File: config.mk
export PLATFORM = sky130hd
export DESIGN_NAME = soft_oser8
export DESIGN_NICKNAME = d
export VERILOG_FILES = /design/src/rtl/soft_oser8_pkg.sv /design/src/rtl/soft_oser8.sv
export SDC_FILE = /design/constraint.sdc
export NUM_CORES = 1
export LEC_CHECK = 0
export BUFFER_PORTS_ARGS = -buffer_cell sky130_fd_sc_hd__buf_2
export CAP_MARGIN = 20
export CELL_PAD_IN_SITES_DETAIL_PLACEMENT = 1
export CELL_PAD_IN_SITES_GLOBAL_PLACEMENT = 2
export CORE_ASPECT_RATIO = 1.1
export CORE_MARGIN = 4
export CORE_UTILIZATION = 32
export CTS_BUF_LIST = sky130_fd_sc_hd__clkbuf_16
export DETAILED_ROUTE_END_ITERATION = 16
export PLACE_DENSITY = 0.79
export SLEW_MARGIN = 20
export SYNTH_ARGS = -nofsm -noshare
export SYNTH_HDL_FRONTEND = slang
export SYNTH_SLANG_ARGS = --single-unit
File: constraint.sdc
create_clock -name clk -period 1.9 [get_ports clk]
set_clock_uncertainty 0.1 [all_clocks]
set_input_delay 0.38 -clock clk [delete_from_list [all_inputs] [get_ports clk]]
set_output_delay 0.38 -clock clk [all_outputs]
set_load 0.01 [all_outputs]
File: src/rtl/soft_oser8_pkg.sv
// Shared definitions for the soft 8:1 output serializer: frame geometry and
// the shifter state that marks whether the frame on the wire carries user data.
package soft_oser8_pkg;

    localparam int FRAME_W = 8;
    localparam int CNT_W   = $clog2(FRAME_W);

    typedef enum logic {
        IDLE = 1'b0,
        DATA = 1'b1
    } shift_state_e;

endpackage

File: src/rtl/soft_oser8.sv
// Soft 8:1 serializer: one bit per clk, frames always 8-bit aligned, with a
// single holding register that feeds the shifter at every frame boundary.
module soft_oser8
    import soft_oser8_pkg::*;
#(
    parameter logic [FRAME_W-1:0] IDLE_PATTERN = 8'h00,
    parameter bit                 MSB_FIRST    = 1'b0
) (
    input  logic               clk,
    input  logic               srst,
    input  logic [FRAME_W-1:0] din,
    input  logic               din_vld,
    output logic               din_rdy,
    output logic               q,
    output logic               q_frame,
    output logic               q_data,
    output logic               underrun
);

    localparam logic [CNT_W-1:0] LAST_CNT = CNT_W'(FRAME_W - 1);

    logic [CNT_W-1:0]   cnt_q, cnt_d;
    logic [FRAME_W-1:0] shreg_q, shreg_d;
    logic [FRAME_W-1:0] hold_q, hold_d;
    logic               hold_full_q, hold_full_d;
    shift_state_e       state_q, state_d;
    logic               q_q, q_d;
    logic               q_frame_q, q_frame_d;
    logic               q_data_q, q_data_d;
    logic               underrun_q, underrun_d;
    logic [CNT_W-1:0]   bit_sel;
    logic               accept;

    // Handshake: a byte transfers on a clk edge where din_vld && din_rdy;
    // din_rdy depends only on the holding register, never on din_vld.
    assign din_rdy = !hold_full_q;
    assign accept  = din_vld && !hold_full_q;

    always_ff @(posedge clk) begin
        if (srst) begin
            cnt_q       <= '0;
            shreg_q     <= IDLE_PATTERN;
            hold_q      <= '0;
            hold_full_q <= 1'b0;
            state_q     <= IDLE;
            q_q         <= 1'b0;
            q_frame_q   <= 1'b0;
            q_data_q    <= 1'b0;
            underrun_q  <= 1'b0;
        end else begin
            cnt_q       <= cnt_d;
            shreg_q     <= shreg_d;
            hold_q      <= hold_d;
            hold_full_q <= hold_full_d;
            state_q     <= state_d;
            q_q         <= q_d;
            q_frame_q   <= q_frame_d;
            q_data_q    <= q_data_d;
            underrun_q  <= underrun_d;
        end
    end

    always_comb begin
        cnt_d       = cnt_q + 1'b1;
        shreg_d     = shreg_q;
        hold_d      = hold_q;
        hold_full_d = hold_full_q;
        state_d     = state_q;
        underrun_d  = 1'b0;
        bit_sel     = MSB_FIRST ? (LAST_CNT - cnt_q) : cnt_q;
        q_d         = shreg_q[bit_sel];
        q_frame_d   = (cnt_q == '0);
        q_data_d    = (state_q == DATA);

        // Frame boundary: the holding register is emptied here, so an accept on
        // this same edge can only happen when it was already empty.
        if (cnt_q == LAST_CNT) begin
            if (hold_full_q) begin
                shreg_d     = hold_q;
                state_d     = DATA;
                hold_full_d = 1'b0;
            end else begin
                shreg_d    = IDLE_PATTERN;
                state_d    = IDLE;
                underrun_d = (state_q == DATA);
            end
        end

        if (accept) begin
            hold_d      = din;
            hold_full_d = 1'b1;
        end
    end

    assign q        = q_q;
    assign q_frame  = q_frame_q;
    assign q_data   = q_data_q;
    assign underrun = underrun_q;

endmodule

==> results_dict.tcl, run 1 <==
set metrics [dict create \
    wl_mm 1.845 \
    path_max_fanout 13 \
    path_class "reg -> out" \
    globalRouteOverflowTotal 0 \
    post_cts_buffers 0 \
    detail_route.wl_per_cell_microns 12.14 \
    synth_top_area_cell "dfxtp_1" \
    n_antenna_cell 0 \
    clk_path_buf_depth 2 \
    startpoint_type "register" \
    ys_seq_elements 25 \
    worst_slew_pin_slew_ns 0.5114 \
    period_minus_slack_ns 1.569 \
    period_share_pct 82.56 \
    postRouteAntennaNets 0 \
    max_freq_mhz 637.5 \
    h-tree-depth 1 \
    synthAdderAreaFrac_pct 3.916 \
    ys_warn_count 0 \
    grt_pass1_vias 774 \
    setup_viol_count_final 0 \
    ys_seq_area_share_pct 52.22 \
    end_kind "output port" \
    grtUsageTotal_pct 11.48 \
    drt_iter0_markers 13 \
    drv_cap 0 \
    fin_setup_tns_ns 0 \
    first_pass_iters 4 \
    fin_ws_ns 0.3314 \
    power_leakage_nw 0.4532 \
    die_w_microns 60.18 \
    dp.final_hpwl_mm 1.322 \
    seqPwrFrac_pct 51.8 \
    gp_congestion 0.7036 \
    multi_input_area_sq_um 407.9 \
    numCtsBuffers 3 \
    final-hold-violation-count 0 \
    initial_core_util_pct 33.89 \
    cts-root-buf "clkbuf_16" \
    antenna_found_initial 0 \
    area.growth.synth_to_final_pct 17.88 \
    synth_mux_area_share_pct 5.483 \
    internal_power_uw 861.6 \
    cts_resized 0 \
    portBuffers 15 \
    avgSynthCellArea_sq_um 9.042 \
    num_rows 20 \
    swShare_pct 20.68 \
    via_per_inst 4.664 \
    synth_cell_types 19 \
    drc_errors 0 \
    clk_latency_ns 0.25 \
    layout-drive-gt1-share_pct 17.65 \
    syn_nets 120 \
    synth_area_sq_um 958.4 \
    status "complete, no violations" \
    clk_pin_slew_ns 0.06 \
    power_frac_comb_pct 7.1 \
    p_per_area_mw_per_mm2 961.4 \
    regArea_sq_um 500.5 \
    netlist.area_leader.share_pct 52.22 \
    cts_tree "built" \
    grt_max_degree 25 \
    power_frac_clock_pct 41.1 \
    relSlewSlack_pct 65.84 \
    design.die.area_sq_mm 0.003936 \
    place_ws_ns 0.4284 \
    synth_area_leaders "dfxtp_1 52%, a21oi_1 8.9%, nand2b_1 6.5%" \
    synth_compound_area_share_pct 10.57 \
    n_fill_cell 350 \
    p_sw_uw 224.6 \
    cts.sinks 25 \
    cp_data_arrival_time_ns 1.09 \
    postSynthCellCount 106 \
    crit_required_ns 1.42 \
    ioPinCount 16 \
    hold_path_class "in -> reg" \
    synth_xor_area_share_pct 0 \
    coreArea_sq_mm 0.002828 \
    rsz0062_at_grt "false" \
    ctsHoldBuffers 0 \
    max-vdd-ir-drop_mv 0.3956 \
    slew_violations 0 \
    synthSimpleGateAreaFrac_pct 22.58 \
    fp.dieH_microns 65.40 \
    vias 709 \
    synth_top_family_by_area "simple AND/OR/NAND/NOR gates" \
    grt_pass1_wl_mm 3.394 \
    nNetsFinal 134 \
]
## registers in the layout (all words and copies together) (netlist names)
name,count
bit_sel,3
hold_full_q,1
hold_q,8
q,1
q_data,1
q_data_d,1
q_frame,1
shreg_q,8
underrun,1
## worst max-delay path, cell delays in order (launching register included)
cell     delay (ns)
dfxtp_1        0.58
inv_1          0.10
buf_2          0.15
## metal layers
layer  routed length (microns)  GRT usage (%)  part of all wire [%]
met5                         0              0                     0
met4                        36          4.986                   2.0
met3                        90          3.536                   4.9
met1                       879          13.65                    48
met2                       839          18.65                    45
## cell type report
cell class                 count  area share (%)
clock inverter                 1          0.3322
timing repair buffer          17           7.973
multi-input combinational     70           36.10
sequential                    25           44.30
clock buffer                   3           6.645
inverter                       3          0.9967
tap                           33           3.654
## cells in the mapped netlist
library cell and n:
a21o_1 1, a21oi_1 17, a311oi_1 1, and3_1 1, buf_1 1, buf_2 1
buf_6 1, clkbuf_1 5, dfxtp_1 25, ha_1 3, inv_1 3, mux2i_1 3
mux4_2 1, nand2_1 16, nand2b_1 10, nand3_1 8, nor2_1 4, nor2b_1 4
nor3b_1 1
## logic make-up (layout without fill, tap and decap cells)
group                    count (synthesis)  count (layout)
multiplexers                             4               4
AO/OA/AOI/OAI                           19              19
adder cells (fa/ha/maj)                  3               3
AND/OR/NAND/NOR                         44              44
buffers and inverters                   11              24
flip-flops                              25              25
## metrics by stage
stage | instance area (sq um) | instances | hold slack [ns] | total power, mW | util [%]
2_1_floorplan | 958.4 | 106 | 0.3365 | 0.6251 | -
3_3_place_gp | 1051 | 148 | 0.3510 | 0.6500 | 37.17
3_5_place_dp | 1051 | 148 | 0.3535 | 0.6540 | 37.17
4_1_cts | 1130 | 152 | 0.2608 | 1.103 | 39.96
5_1_grt | 1130 | 152 | 0.2550 | 1.146 | 39.96
6_report | 1130 | 152 | 0.2619 | 1.086 | 39.96
## worst paths after layout
path                                  from                 endpoint  slack, ns  cells after the start
setup reg to reg     bit_sel[1]$_SDFF_PP0_  shreg_q[1]$_SDFFE_PP0N_       0.42                      5
hold reg to reg     hold_q[5]$_SDFFE_PP0P_   hold_q[5]$_SDFFE_PP0P_       0.36                      2
setup / recovery  hold_full_q$_SDFFE_PP0P_                  din_rdy       0.33                      2
hold / removal                      din[2]   hold_q[2]$_SDFFE_PP0P_       0.26                      3
## layout by cell type, fill, tap and decap left out
master	n
nor2b_1	4
nor3b_1	1
mux2i_1	3
mux4_2	1
dfxtp_1	25
nand2b_1	10
ha_1	3
nor2_1	4
nand2_1	16
inv_1	4
buf_2	15
buf_4	2
a21o_1	1
a21oi_1	17
and3_1	1
a311oi_1	1
clkbuf_16	3
nand3_1	8
## power by group through the flow
stage | clock, mW | sequential (mW) | combinational (mW)
3_3_place_gp | 0 | 0.574 | 0.0763
4_1_cts | 0.460 | 0.563 | 0.0794
6_report | 0.446 | 0.563 | 0.0770
5_1_grt | 0.490 | 0.566 | 0.0896
2_1_floorplan | 0 | 0.569 | 0.0559
3_5_place_dp | 0 | 0.575 | 0.0791
Note: power is estimated with default switching activity, not from simulation.
==> run 2: changes to the inputs <==
Settings changed: ABC_AREA set to 1, CORE_UTILIZATION 32 to 28, PLACE_DENSITY 0.79 to 0.76.
Clock period 1.9 ns to 1.3 ns, I/O delays scaled along.
==> run 2 against run 1 <==
- cell area rose by 11%
- power up 51%
- sequential cell count is the same
- utilization fell by 3.2 points
- sequential power increased by 47%
- clock-buffer cell count did not move
- routed wire length up 8.2%
- clock power increased by 51%
- register-to-register slack got worse by 0.37 ns
==> results_dict.tcl, run 2 <==
set metrics [dict create \
    status "complete, no violations" \
    layout_common_cells "24 x dfxtp_1, 23 x nor2_1, 20 x nand2_1" \
    hold_slack_ns 0.1222 \
    synth_mux_area_share_pct 0 \
    setup_viol_count_final 0 \
    clk_latency_ns 0.25 \
    synth_async_sr_flop_share_pct 0 \
    hold_path_class "in -> reg" \
    path_class "reg -> reg" \
    drv_cap 0 \
    drc_errors 0 \
    period_minus_slack_ns 1.248 \
    dp_cells 190 \
    wl_mm 1.997 \
    crit_required_ns 1.37 \
    ys_warn_count 0 \
    clk_pin_slew_ns 0.06 \
    cts-root-buf "clkbuf_16" \
    globalRouteOverflowTotal 0 \
    cts_tree "built" \
    power_leakage_nw 0.5245 \
    gp_congestion 0.7543 \
    synth_area_sq_mm 0.001010 \
    initial_core_util_pct 29.58 \
    synth.most_common_cell "dfxtp_1" \
    relSlewSlack_pct 83.44 \
    max-vdd-ir-drop_mv 0.5729 \
    design.die.area_sq_mm 0.004632 \
    die_w_microns 65.26 \
    nNetsFinal 161 \
    final-hold-violation-count 0 \
    antenna_found_initial 0 \
    area.growth.synth_to_final_pct 24.29 \
    numCtsBuffers 3 \
    postRouteAntennaNets 0 \
    netlist.area_leader.share_pct 49.57 \
    synth_edf_count 0 \
    ioPinCount 16 \
    detail_route.wl_per_cell_microns 10.29 \
    dp.final_hpwl_mm 1.503 \
    p_total_mw 1.640 \
    end_kind "register" \
    vias 813 \
    p_per_area_mw_per_mm2 1307 \
    syn_nets 140 \
    synth_xor_area_share_pct 0 \
    ctsHoldBuffers 0 \
    ys_seq_area_share_pct 49.57 \
    num_rows 22 \
    n_fill_cell 443 \
    h-tree-depth 1 \
    drt_iter0_markers 13 \
    slew_violations 0 \
    postSynthCellCount 126 \
    synth_area_leaders "dfxtp_1 50%, nor2_1 8.6%, nand2_1 7.4%" \
    synth_top_family_by_area "simple AND/OR/NAND/NOR gates" \
    synth_ff_type "dfxtp_1" \
    path_max_fanout 9 \
    synth_cell_types 17 \
    layout-drive-gt1-share_pct 32.19 \
    coreArea_sq_mm 0.003413 \
    synthSimpleGateAreaFrac_pct 25.77 \
    startpoint_type "register" \
    final_cell_count_no_fill 194 \
    grtUsageTotal_pct 10.20 \
    grt_max_degree 14 \
    worst_slew_pin_slew_ns 0.2485 \
    via_per_inst 4.191 \
    grt_pass1_vias 888 \
    clk_path_buf_depth 2 \
    avgSynthCellArea_sq_um 8.014 \
    max_freq_mhz 801.1 \
    synth_top_area_cell "dfxtp_1" \
    portBuffers 15 \
    fp.dieH_microns 70.98 \
    synthAdderAreaFrac_pct 3.717 \
    synth_compound_area_share_pct 12.14 \
    cp_data_arrival_time_ns 1.32 \
    n_antenna_cell 0 \
    synth_top_cells_by_count "25 x dfxtp_1, 23 x nor2_1, 20 x nand2_1" \
    first_pass_iters 3 \
    ys_seq_elements 25 \
    cts.sinks 25 \
    final_common_cell "dfxtp_1" \
    period_share_pct 96.02 \
    post_cts_buffers 0 \
    grt_pass1_wl_mm 3.788 \
]
## run 2: cell types whose count changed in the layout (fill, tap and decap cells not counted), sizes merged, moves of 3 or more
cell	previous run	this run
mux2i	3	0
nand2	16	29
inv	4	19
nand2b	10	0
o21ai	0	8
nand3	8	5
nor2	4	24
a21oi	17	9
nor2b	4	0
## run 2: final timing paths
check	start	endpoint	slack, ns	cells past startpoint
max	bit_sel[0]$_SDFF_PP0_	hold_full_q$_SDFFE_PP0P_	0.05	5
min	din[3]	hold_q[3]$_SDFFE_PP0P_	0.12	3
max reg2reg	bit_sel[0]$_SDFF_PP0_	hold_full_q$_SDFFE_PP0P_	0.05	5
min reg2reg	q_data_d$_SDFFE_PP0N_	q_data$_SDFF_PP0_	0.35	2
## run 2: final cells by class
type | count | area, sq um | area share, %
clock buffers | 3 | 75.07 | 5.982
clock inverters | 1 | 3.754 | 0.2991
inverters | 19 | 81.33 | 6.481
multi-input cells | 80 | 435.4 | 34.70
flip-flops and latches | 25 | 501.7 | 39.98
well taps | 48 | 60.06 | 4.786
repair buffers | 18 | 97.59 | 7.777
## run 2: logic make-up after synthesis
family	count (synthesis)
simple gates	59
fa+ha+maj	3
buf+inv	21
compound gates	18
flops	25
## run 2: metal layers
| layer | track usage (%) | share of wire, % |
|---|---|---|
| met5 | 0 | 0 |
| met4 | 2.765 | 0.40 |
| met3 | 3.492 | 4.8 |
| met2 | 16.87 | 48 |
| met1 | 12.54 | 47 |
## run 2: power by group
group	leakage [nW]	switching (mW)	internal, mW
clock network	0.0423	0.261	0.411
logic	0.277	0.0809	0.0594
registers	0.205	0.0249	0.803
## run 2: through the flow
stage | TNS (ns) | setup WS (ns) | utilization [%] | cell area [sq um]
detailed placement | 0 | 0.03486 | 33.83 | 1155
CTS | 0 | 0.009004 | 36.18 | 1235
finish | 0 | 0.05170 | 36.77 | 1255
floorplan | 0 | 0.03158 | - | 1010
global route | -0.002413 | -0.002413 | 36.77 | 1255
global placement | 0 | 0.06969 | 33.83 | 1155
## run 2: critical path, cell delays in order, from the launching register on
cell	delay, ns
dfxtp_1	0.32
ha_2	0.19
ha_4	0.17
nand2_2	0.10
clkinv_4	0.10
a211oi_1	0.18
## run 2: timing repair
item	in CTS	in global routing
gates resized for setup	1	6
endpoints found under the setup margin	1	10
pin swaps	0	0
hold endpoints to repair	0	0
==> run 3: changes to the inputs <==
Settings changed: CAP_MARGIN 20 to 30, CELL_PAD_IN_SITES_DETAIL_PLACEMENT 1 to unset, CELL_PAD_IN_SITES_GLOBAL_PLACEMENT 2 to unset, CORE_UTILIZATION 28 to 32, PLACE_DENSITY 0.76 to 0.56.
==> run 3 against run 2 <==
- cell area down 2.2%
- worst hold slack gained 0.00093 ns
- via count is 3.8% lower
- global-route usage shrank 0.11 points
- clock-buffer cell count did not move
- utilization increased by 3.5 points
- sequential cell count unchanged
- clock power grew 3%
- worst setup slack improved by 0.034 ns
- critical endpoint is now shreg_q[0]$_SDFFE_PP0N_
- largest power group unchanged
==> results_dict.tcl, run 3 (synthesis results as in run 2) <==
set metrics [dict create \
    status "complete, no violations" \
    drc_errors 0 \
    power_frac_clock_pct 41.8 \
    p_per_area_mw_per_mm2 1346 \
    path_class "reg -> reg" \
    antenna_found_initial 0 \
    power_frac_comb_pct 8.2 \
    globalRouteOverflowTotal 0 \
    layout_common_cells "24 x dfxtp_1, 23 x nor2_1, 20 x nand2_1" \
    relSlewSlack_pct 83.36 \
    n_antenna_cell 0 \
    clk_pin_slew_ns 0.07 \
    fp.dieH_microns 66.92 \
    power_leakage_nw 0.5246 \
    max-vdd-ir-drop_mv 1.053 \
    p_sw_uw 368.1 \
    worst_slew_pin_slew_ns 0.2473 \
    hold_path_class "in -> reg" \
    hold_slack_ns 0.1231 \
    coreArea_sq_mm 0.003048 \
    detail_route.wl_per_cell_microns 9.450 \
    path_max_fanout 9 \
    seqPwrFrac_pct 50.0 \
    grtUsageTotal_pct 10.09 \
    period_minus_slack_ns 1.215 \
    grt_pass1_wl_mm 3.098 \
    layout-drive-gt1-share_pct 32.19 \
    nNetsFinal 161 \
    end_kind "register" \
    ioPinCount 16 \
    drt_iter0_markers 14 \
    dp.final_hpwl_mm 1.335 \
    setup_viol_count_final 0 \
    wl_mm 1.701 \
    initial_core_util_pct 33.13 \
    drv_cap 0 \
    startpoint_type "register" \
    grt_pass1_vias 724 \
    vias 782 \
    period_share_pct 93.42 \
    ctsHoldBuffers 0 \
    die_w_microns 61.56 \
    place_ws_ns 0.05925 \
    cts_tree "built" \
    final-hold-violation-count 0 \
    cp_data_arrival_time_ns 1.31 \
    fin_setup_tns_ns 0 \
    portBuffers 15 \
    post_cts_buffers 0 \
    design.die.area_sq_mm 0.004119 \
    max_freq_mhz 823.4 \
    postRouteAntennaNets 0 \
    swShare_pct 22.27 \
    area.growth.synth_to_final_pct 21.56 \
    cts-root-buf "clkbuf_16" \
    num_rows 21 \
    internal_power_mw 1.285 \
    crit_required_ns 1.39 \
    clk_path_buf_depth 2 \
    via_per_inst 4.344 \
    gp_congestion 0.7879 \
    numCtsBuffers 3 \
    grt_max_degree 17 \
    h-tree-depth 1 \
    rsz0062_at_grt "false" \
    slew_violations 0 \
    cts.sinks 25 \
    fin_ws_ns 0.08549 \
    clk_latency_ns 0.26 \
    first_pass_iters 2 \
    final_common_cell "dfxtp_1" \
]
## run 3: cell type report
cell class | instances | area, sq um
clock inverter | 1 | 8.758
timing repair buffer | 18 | 97.59
fill | 327 | 1821
inverter | 19 | 78.83
sequential | 25 | 501.7
clock buffer | 3 | 75.07
multi-input combinational | 80 | 422.9
tap | 34 | 42.54
## run 3: through the flow
| stage | instances | cell area, sq um | util, % | total power, mW |
|---|---|---|---|---|
| 5_1_grt | 180 | 1227 | 40.27 | 1.744 |
| 6_report | 180 | 1227 | 40.27 | 1.653 |
| 3_3_place_gp | 176 | 1137 | 37.32 | 0.9782 |
| 3_5_place_dp | 176 | 1137 | 37.32 | 0.9807 |
| 2_1_floorplan | 126 | 1010 | - | 0.9291 |
| 4_1_cts | 180 | 1221 | 40.07 | 1.683 |
## run 3: path summary, 6_finish.rpt
check | from | end | cells past startpoint | slack [ns]
setup / recovery | bit_sel[1]$_SDFF_PP0_ | shreg_q[0]$_SDFFE_PP0N_ | 6 | 0.09
hold / removal | din[5] | hold_q[5]$_SDFFE_PP0P_ | 3 | 0.12
setup reg to reg | bit_sel[1]$_SDFF_PP0_ | shreg_q[0]$_SDFFE_PP0N_ | 6 | 0.09
hold reg to reg | q_data_d$_SDFFE_PP0N_ | q_data_d$_SDFFE_PP0N_ | 2 | 0.36
## run 3: critical path: stages, from the launching register on
cell     delay (ns)
dfxtp_1        0.34
ha_1           0.15
ha_2           0.19
nand2_2        0.09
inv_6          0.11
nand2_2        0.06
a21oi_2        0.10
## run 3: power groups by stage
stage               combinational [mW]  sequential (mW)  clock [mW]
detailed placement               0.138            0.843           0
finish                           0.136            0.826       0.691
floorplan                       0.0842            0.845           0
global placement                 0.135            0.843           0
global route                     0.162            0.832       0.751
CTS                              0.139            0.826       0.718
## run 3: routing by layer
| metal | wire [microns] | GRT usage (%) |
|---|---|---|
| met3 | 106 | 4.070 |
| met5 | 0 | 0 |
| met2 | 806 | 15.97 |
| met1 | 767 | 11.90 |
| met4 | 21 | 3.979 |
## run 3: repair_timing
action | in CTS | in global routing
endpoints found under the hold margin | 0 | 0
endpoints found under the setup margin | 0 | 9
gates resized for setup | 0 | 3
